## config.mk

```make
export PLATFORM = sky130hd
export DESIGN_NAME = serial_subtractor
export DESIGN_NICKNAME = d
export VERILOG_FILES = /design/src/rtl/serial_subtractor.sv
export SDC_FILE = /design/constraint.sdc
export NUM_CORES = 1
export LEC_CHECK = 0
export BUFFER_PORTS_ARGS = -buffer_cell sky130_fd_sc_hd__buf_4
export CAP_MARGIN = 20
export CORE_ASPECT_RATIO = 1.2
export CORE_MARGIN = 3
export CORE_UTILIZATION = 50
export DETAILED_ROUTE_END_ITERATION = 8
export PLACE_DENSITY_LB_ADDON = 0.15
export REMOVE_ABC_BUFFERS = 1
export SYNTH_ARGS = -nofsm -noshare
export SYNTH_HDL_FRONTEND = slang
export SYNTH_SLANG_ARGS = --single-unit
```

## constraint.sdc

```tcl
create_clock -name clk -period 1.8 [get_ports clk]
set_clock_uncertainty 0.1 [all_clocks]
set_input_delay 0.18 -clock clk [delete_from_list [all_inputs] [get_ports clk]]
set_output_delay 0.18 -clock clk [all_outputs]
set_load 0.02 [all_outputs]
```

## src/rtl/serial_subtractor.sv

```systemverilog
// serial_subtractor
//   Bit-serial subtractor computing (a - b) mod 2^WIDTH, LSB first, one bit per
//   clock, through a registered borrow chain. A start/done handshake lets a
//   sequencing FSM or a driver issue one subtraction every WIDTH+2 cycles.
//
// Ports
//   clk     : clock, all state changes on the rising edge
//   rst     : synchronous active-high reset
//   start   : request a subtraction, accepted only while idle
//   a, b    : minuend / subtrahend, captured on the accepting edge
//   busy    : high while bits are being processed
//   done    : one-cycle pulse when diff/borrow have just been updated
//   diff    : (a - b) mod 2^WIDTH, held until the next completion
//   borrow  : final borrow out, 1 iff a < b (unsigned), held with diff
module serial_subtractor #(
  parameter int WIDTH = 8
) (
  input  logic             clk,
  input  logic             rst,
  input  logic             start,
  input  logic [WIDTH-1:0] a,
  input  logic [WIDTH-1:0] b,
  output logic             busy,
  output logic             done,
  output logic [WIDTH-1:0] diff,
  output logic             borrow
);

  // A one-bit counter is kept for WIDTH = 1; it simply stays at zero.
  localparam int CNT_W = (WIDTH > 1) ? $clog2(WIDTH) : 1;
  localparam logic [CNT_W-1:0] CNT_LAST = CNT_W'(WIDTH - 1);

  typedef enum logic [1:0] {
    S_IDLE  = 2'd0,
    S_SHIFT = 2'd1,
    S_DONE  = 2'd2
  } state_t;

  state_t           state_q, state_d;
  logic [WIDTH-1:0] sa_q, sa_d;
  logic [WIDTH-1:0] sb_q, sb_d;
  logic [WIDTH-1:0] sr_q, sr_d;
  logic [WIDTH-1:0] diff_q, diff_d;
  logic             br_q, br_d;
  logic             borrow_q, borrow_d;
  logic [CNT_W-1:0] cnt_q, cnt_d;

  logic             d_bit;
  logic             br_n;

  // Full-subtractor difference bit.
  function automatic logic sub_diff(input logic x, input logic y, input logic bin);
    return x ^ y ^ bin;
  endfunction

  // Full-subtractor borrow out: borrow when y exceeds x, or when they are
  // equal and a borrow is already pending.
  function automatic logic sub_borrow(input logic x, input logic y, input logic bin);
    return (~x & y) | (~(x ^ y) & bin);
  endfunction

  // Shift right by one with a new MSB; written without part-selects so it
  // stays legal for WIDTH = 1.
  function automatic logic [WIDTH-1:0] shift_in_msb(input logic [WIDTH-1:0] v,
                                                    input logic msb);
    logic [WIDTH-1:0] r;
    r = v >> 1;
    r[WIDTH-1] = msb;
    return r;
  endfunction

  assign d_bit = sub_diff(sa_q[0], sb_q[0], br_q);
  assign br_n  = sub_borrow(sa_q[0], sb_q[0], br_q);

  always_comb begin
    state_d  = state_q;
    sa_d     = sa_q;
    sb_d     = sb_q;
    sr_d     = sr_q;
    br_d     = br_q;
    cnt_d    = cnt_q;
    diff_d   = diff_q;
    borrow_d = borrow_q;

    case (state_q)
      S_IDLE: begin
        if (start) begin
          sa_d    = a;
          sb_d    = b;
          br_d    = 1'b0;
          cnt_d   = '0;
          sr_d    = '0;
          state_d = S_SHIFT;
        end
      end

      S_SHIFT: begin
        sr_d = shift_in_msb(sr_q, d_bit);
        sa_d = sa_q >> 1;
        sb_d = sb_q >> 1;
        br_d = br_n;
        if (cnt_q == CNT_LAST) begin
          // Publish the completed word, including the bit produced this edge.
          diff_d   = shift_in_msb(sr_q, d_bit);
          borrow_d = br_n;
          state_d  = S_DONE;
        end else begin
          cnt_d = cnt_q + CNT_W'(1);
        end
      end

      S_DONE: begin
        state_d = S_IDLE;
      end

      default: begin
        state_d = S_IDLE;
      end
    endcase
  end

  always_ff @(posedge clk) begin
    if (rst) begin
      state_q  <= S_IDLE;
      sa_q     <= '0;
      sb_q     <= '0;
      sr_q     <= '0;
      br_q     <= 1'b0;
      cnt_q    <= '0;
      diff_q   <= '0;
      borrow_q <= 1'b0;
    end else begin
      state_q  <= state_d;
      sa_q     <= sa_d;
      sb_q     <= sb_d;
      sr_q     <= sr_d;
      br_q     <= br_d;
      cnt_q    <= cnt_d;
      diff_q   <= diff_d;
      borrow_q <= borrow_d;
    end
  end

  assign busy   = (state_q == S_SHIFT);
  assign done   = (state_q == S_DONE);
  assign diff   = diff_q;
  assign borrow = borrow_q;

endmodule
```

==> impl_metrics.json <==
{
  "max_stage_delay_ns": 0.51,
  "via_count_of_the_first_global_routing_pass": 1286,
  "final_power_w": 0.00202,
  "power.density_cell_area_nw_per_um2": 970,
  "combPwrFrac": 0.121,
  "hold_slack_ns": 0.0608,
  "dpl.cell_count": 230,
  "globalRoute.totalOverflow": 0,
  "maxSlewViolCount": 0,
  "antenna_viol_nets_final": 0,
  "core-area_um2": 3370,
  "fp-row-count": 23,
  "tritoncts": "yes",
  "pwr-share-clk": 0.429,
  "rsz0062_at_grt": "false",
  "num_antenna_cells": 0,
  "seq_area_frac_synth": 0.432,
  "numClockSinks": 38,
  "worst_ep_required_time_ns": 1.52,
  "critical_path.cell_chain": "nand2b_4, inv_4, buf_4",
  "synth_edf_count": 0,
  "crit_slowest_cell": "sky130_fd_sc_hd__dfxtp_1",
  "global_route.usage.total": 0.170,
  "worst_hold_path_endpoint": "sb_q[7]",
  "max_cap_violations": 0,
  "ys_ff_latch": 38,
  "p_sw_frac": 0.230,
  "fin_hold_viols": 0,
  "multi_input_logic_area_um2": 867,
  "intPower_w": 0.00155,
  "critPathMaxFanout": 18,
  "chipHeight_um": 71,
  "avgSynthCellArea_um2": 10.1,
  "initial_core_util": 0.523,
  "drt_pass1_iterations": 4,
  "number_of_remaining_drc_errors": 0,
  "dr_total_vias": 1277,
  "detail_route.wirelength_mm": 3.16,
  "postSynth.asyncResetShare": 0,
  "post_cts_buffers": 0,
  "synth_warnings": 0,
  "timing.fmax_mhz": 634,
  "insertion_delay_to_the_later_sink_of_the_worst_skew_pair_ns": 0.29,
  "worst_r2r_endpoint": "diff[0]",
  "cts.clk_slew.worst_paths_ns": 0.08,
  "area.sequential_um2": 761,
  "synth_area_um2": 1760,
  "fin_crit_ns": 1.58,
  "timing.setup.critical_path_class": "flop to primary output",
  "p_leak_nw": 0.806,
  "run_status": "finished clean",
  "synthCells": 174,
  "synth.top_cell.area_share": 0.432,
  "area_growth_syn_to_layout_pct": 18.0,
  "n_fill_cell": 288,
  "yosysTopAreaCell": "sky130_fd_sc_hd__dfxtp_1",
  "yosys.cell_count.top_type": "sky130_fd_sc_hd__dfxtp_1",
  "vias_per_cell": 5.37,
  "dominantRegCellSynth": "sky130_fd_sc_hd__dfxtp_1",
  "drt_iter0_drc": 21,
  "largest_net_degree_at_the_start_of_global_routing": 40,
  "ys_top_cells_by_count": "38 x sky130_fd_sc_hd__dfxtp_1, 15 x sky130_fd_sc_hd__a21oi_1, 14 x sky130_fd_sc_hd__nor2_1",
  "worst_ir_drop_vdd_mv": 0.897,
  "placement.io_buffers": 29,
  "holdCritPathClass": "input port to flop",
  "share_of_post_route_cells_with_drive_strength_above_1": 0.353,
  "final_nets": 222,
  "ctsRootBufferMaster": "sky130_fd_sc_hd__clkbuf_8",
  "reg2reg_slack_ns": 0.33,
  "finalNonFillerCells": 238,
  "timing.critical_path.from_type": "flop",
  "io_pins": 30,
  "p_switching_w": 0.000464,
  "most_area_consuming_cells_after_synthesis": "sky130_fd_sc_hd__dfxtp_1 43%, sky130_fd_sc_hd__a211oi_2 7.8%, sky130_fd_sc_hd__mux2i_1 6.3%, sky130_fd_sc_hd__a21oi_1 4.3%, sky130_fd_sc_hd__nor2_2 3.2%",
  "place.gp.congestion": 0.728,
  "worstReg2RegStart": "cnt_q[1]",
  "min_period_over_period": 0.876,
  "post_synth_num_cell_types": 33,
  "sequentialPowerShare": 0.451,
  "floorplan.die_area_um2": 4270,
  "finalSetupViolations": 0,
  "hold_buffers": 0,
  "cp.arrival_ns": 1.30,
  "global_route_wire_length_before_repair_mm": 5.61,
  "worst_hold_path.num_cells": 3,
  "number_of_buffers_on_the_longest_clock_path": 2,
  "initial_antenna_violation_count": 0,
  "cts_resized": 0,
  "wl_per_cell_um": 13.3,
  "timing.hold.worst.start": "b[7]",
  "setup.worst_path.end_class": "primary output",
  "timing.slew.headroom": 0.688,
  "h-tree-depth": 2,
  "half_perimeter_wire_length_after_detailed_placement_mm": 2.22,
  "numCtsBuffers": 5,
  "r2r.worst_path.cells": 5,
  "max_slew.worst_pin.slew_ns": 0.468,
  "die-width_um": 60.2
}
==> cell type report <==
class	instances	share of cell area
multi-input combinational	117	0.417
clock buffer	5	0.0331
timing repair buffer	32	0.116
tap	37	0.0223
sequential	38	0.366
inverter	6	0.0120
clock inverter	3	0.0331
==> state kept, by name, indices dropped and copies added (netlist names) <==
register  count
state_q       2
diff          8
borrow        1
sr_q          7
sb_q          8
sa_q          8
br_q          1
cnt_q         3
==> power groups by stage <==
stage / combinational (W) / sequential, W / clock, W
floorplan: 0.000152 / 0.000933 / 0
global placement: 0.000237 / 0.000926 / 0
detailed placement: 0.000246 / 0.000928 / 0
CTS: 0.000247 / 0.000909 / 0.000885
global route: 0.000267 / 0.000914 / 0.000918
finish: 0.000243 / 0.000908 / 0.000864
==> worst max-delay path by stage <==
stage | start | to | slack [ns] | cells past startpoint
2_1_floorplan | state_q[0] | sa_q[0] | -0.05 | 3
3_3_place_gp | cnt_q[0] | diff[0] | 0.23 | 5
3_5_place_dp | cnt_q[1] | diff[0] | 0.15 | 5
4_1_cts | cnt_q[1] | diff[4] | 0.14 | 5
5_1_grt | state_q[1] | done | 0.08 | 3
6_report | state_q[1] | busy | 0.22 | 3
==> logic make-up after synthesis <==
logic type / synth area share
buffers and inverters: 0.0768
AO/OA/AOI/OAI: 0.230
multiplexers: 0.0625
adder cells (fa/ha/maj): 0.0256
flip-flops: 0.432
AND/OR/NAND/NOR: 0.173
==> metal layers <==
layer  share of wire  up-vias  global-route usage
li1                -      663                   -
met1            0.44      585               0.201
met2            0.50       23               0.279
met3           0.039        6              0.0493
met4           0.018        0              0.0739
met5               0        -                   0
==> worst max-delay path, delay by kind of cell (launching register included) <==
family / cells / cell delay (ns)
flops: 1 / 0.51
buf+inv: 2 / 0.26
simple gates: 1 / 0.24
==> cell usage in the layout (no fill, tap or decap), types with 2 or more instances in the layout <==
master / n
sky130_fd_sc_hd__nor2_2: 9
sky130_fd_sc_hd__nor2_1: 14
sky130_fd_sc_hd__nor2b_1: 3
sky130_fd_sc_hd__a21oi_1: 15
sky130_fd_sc_hd__o21ai_0: 2
sky130_fd_sc_hd__dfxtp_1: 38
sky130_fd_sc_hd__nand3b_1: 2
sky130_fd_sc_hd__nand2_1: 11
sky130_fd_sc_hd__a22oi_1: 7
sky130_fd_sc_hd__nand3_1: 8
sky130_fd_sc_hd__o21ai_1: 2
sky130_fd_sc_hd__nand2b_1: 5
sky130_fd_sc_hd__bufinv_16: 2
sky130_fd_sc_hd__a211oi_2: 11
sky130_fd_sc_hd__o221a_2: 3
sky130_fd_sc_hd__inv_1: 5
sky130_fd_sc_hd__mux2i_1: 11
sky130_fd_sc_hd__clkbuf_8: 5
sky130_fd_sc_hd__buf_4: 32
sky130_fd_sc_hd__o22a_1: 2
==> stage by stage <==
step	setup TNS, ns	utilization	instance area, µm²	worst slack (ns)
after floorplan	-0.260	-	1650	-0.0503
after detailed placement	0	0.575	1940	0.149
after global placement	0	0.575	1940	0.232
after global routing	0	0.617	2080	0.0839
after CTS	0	0.616	2070	0.141
final	0	0.617	2080	0.224
(Power assumes the default switching activity.)
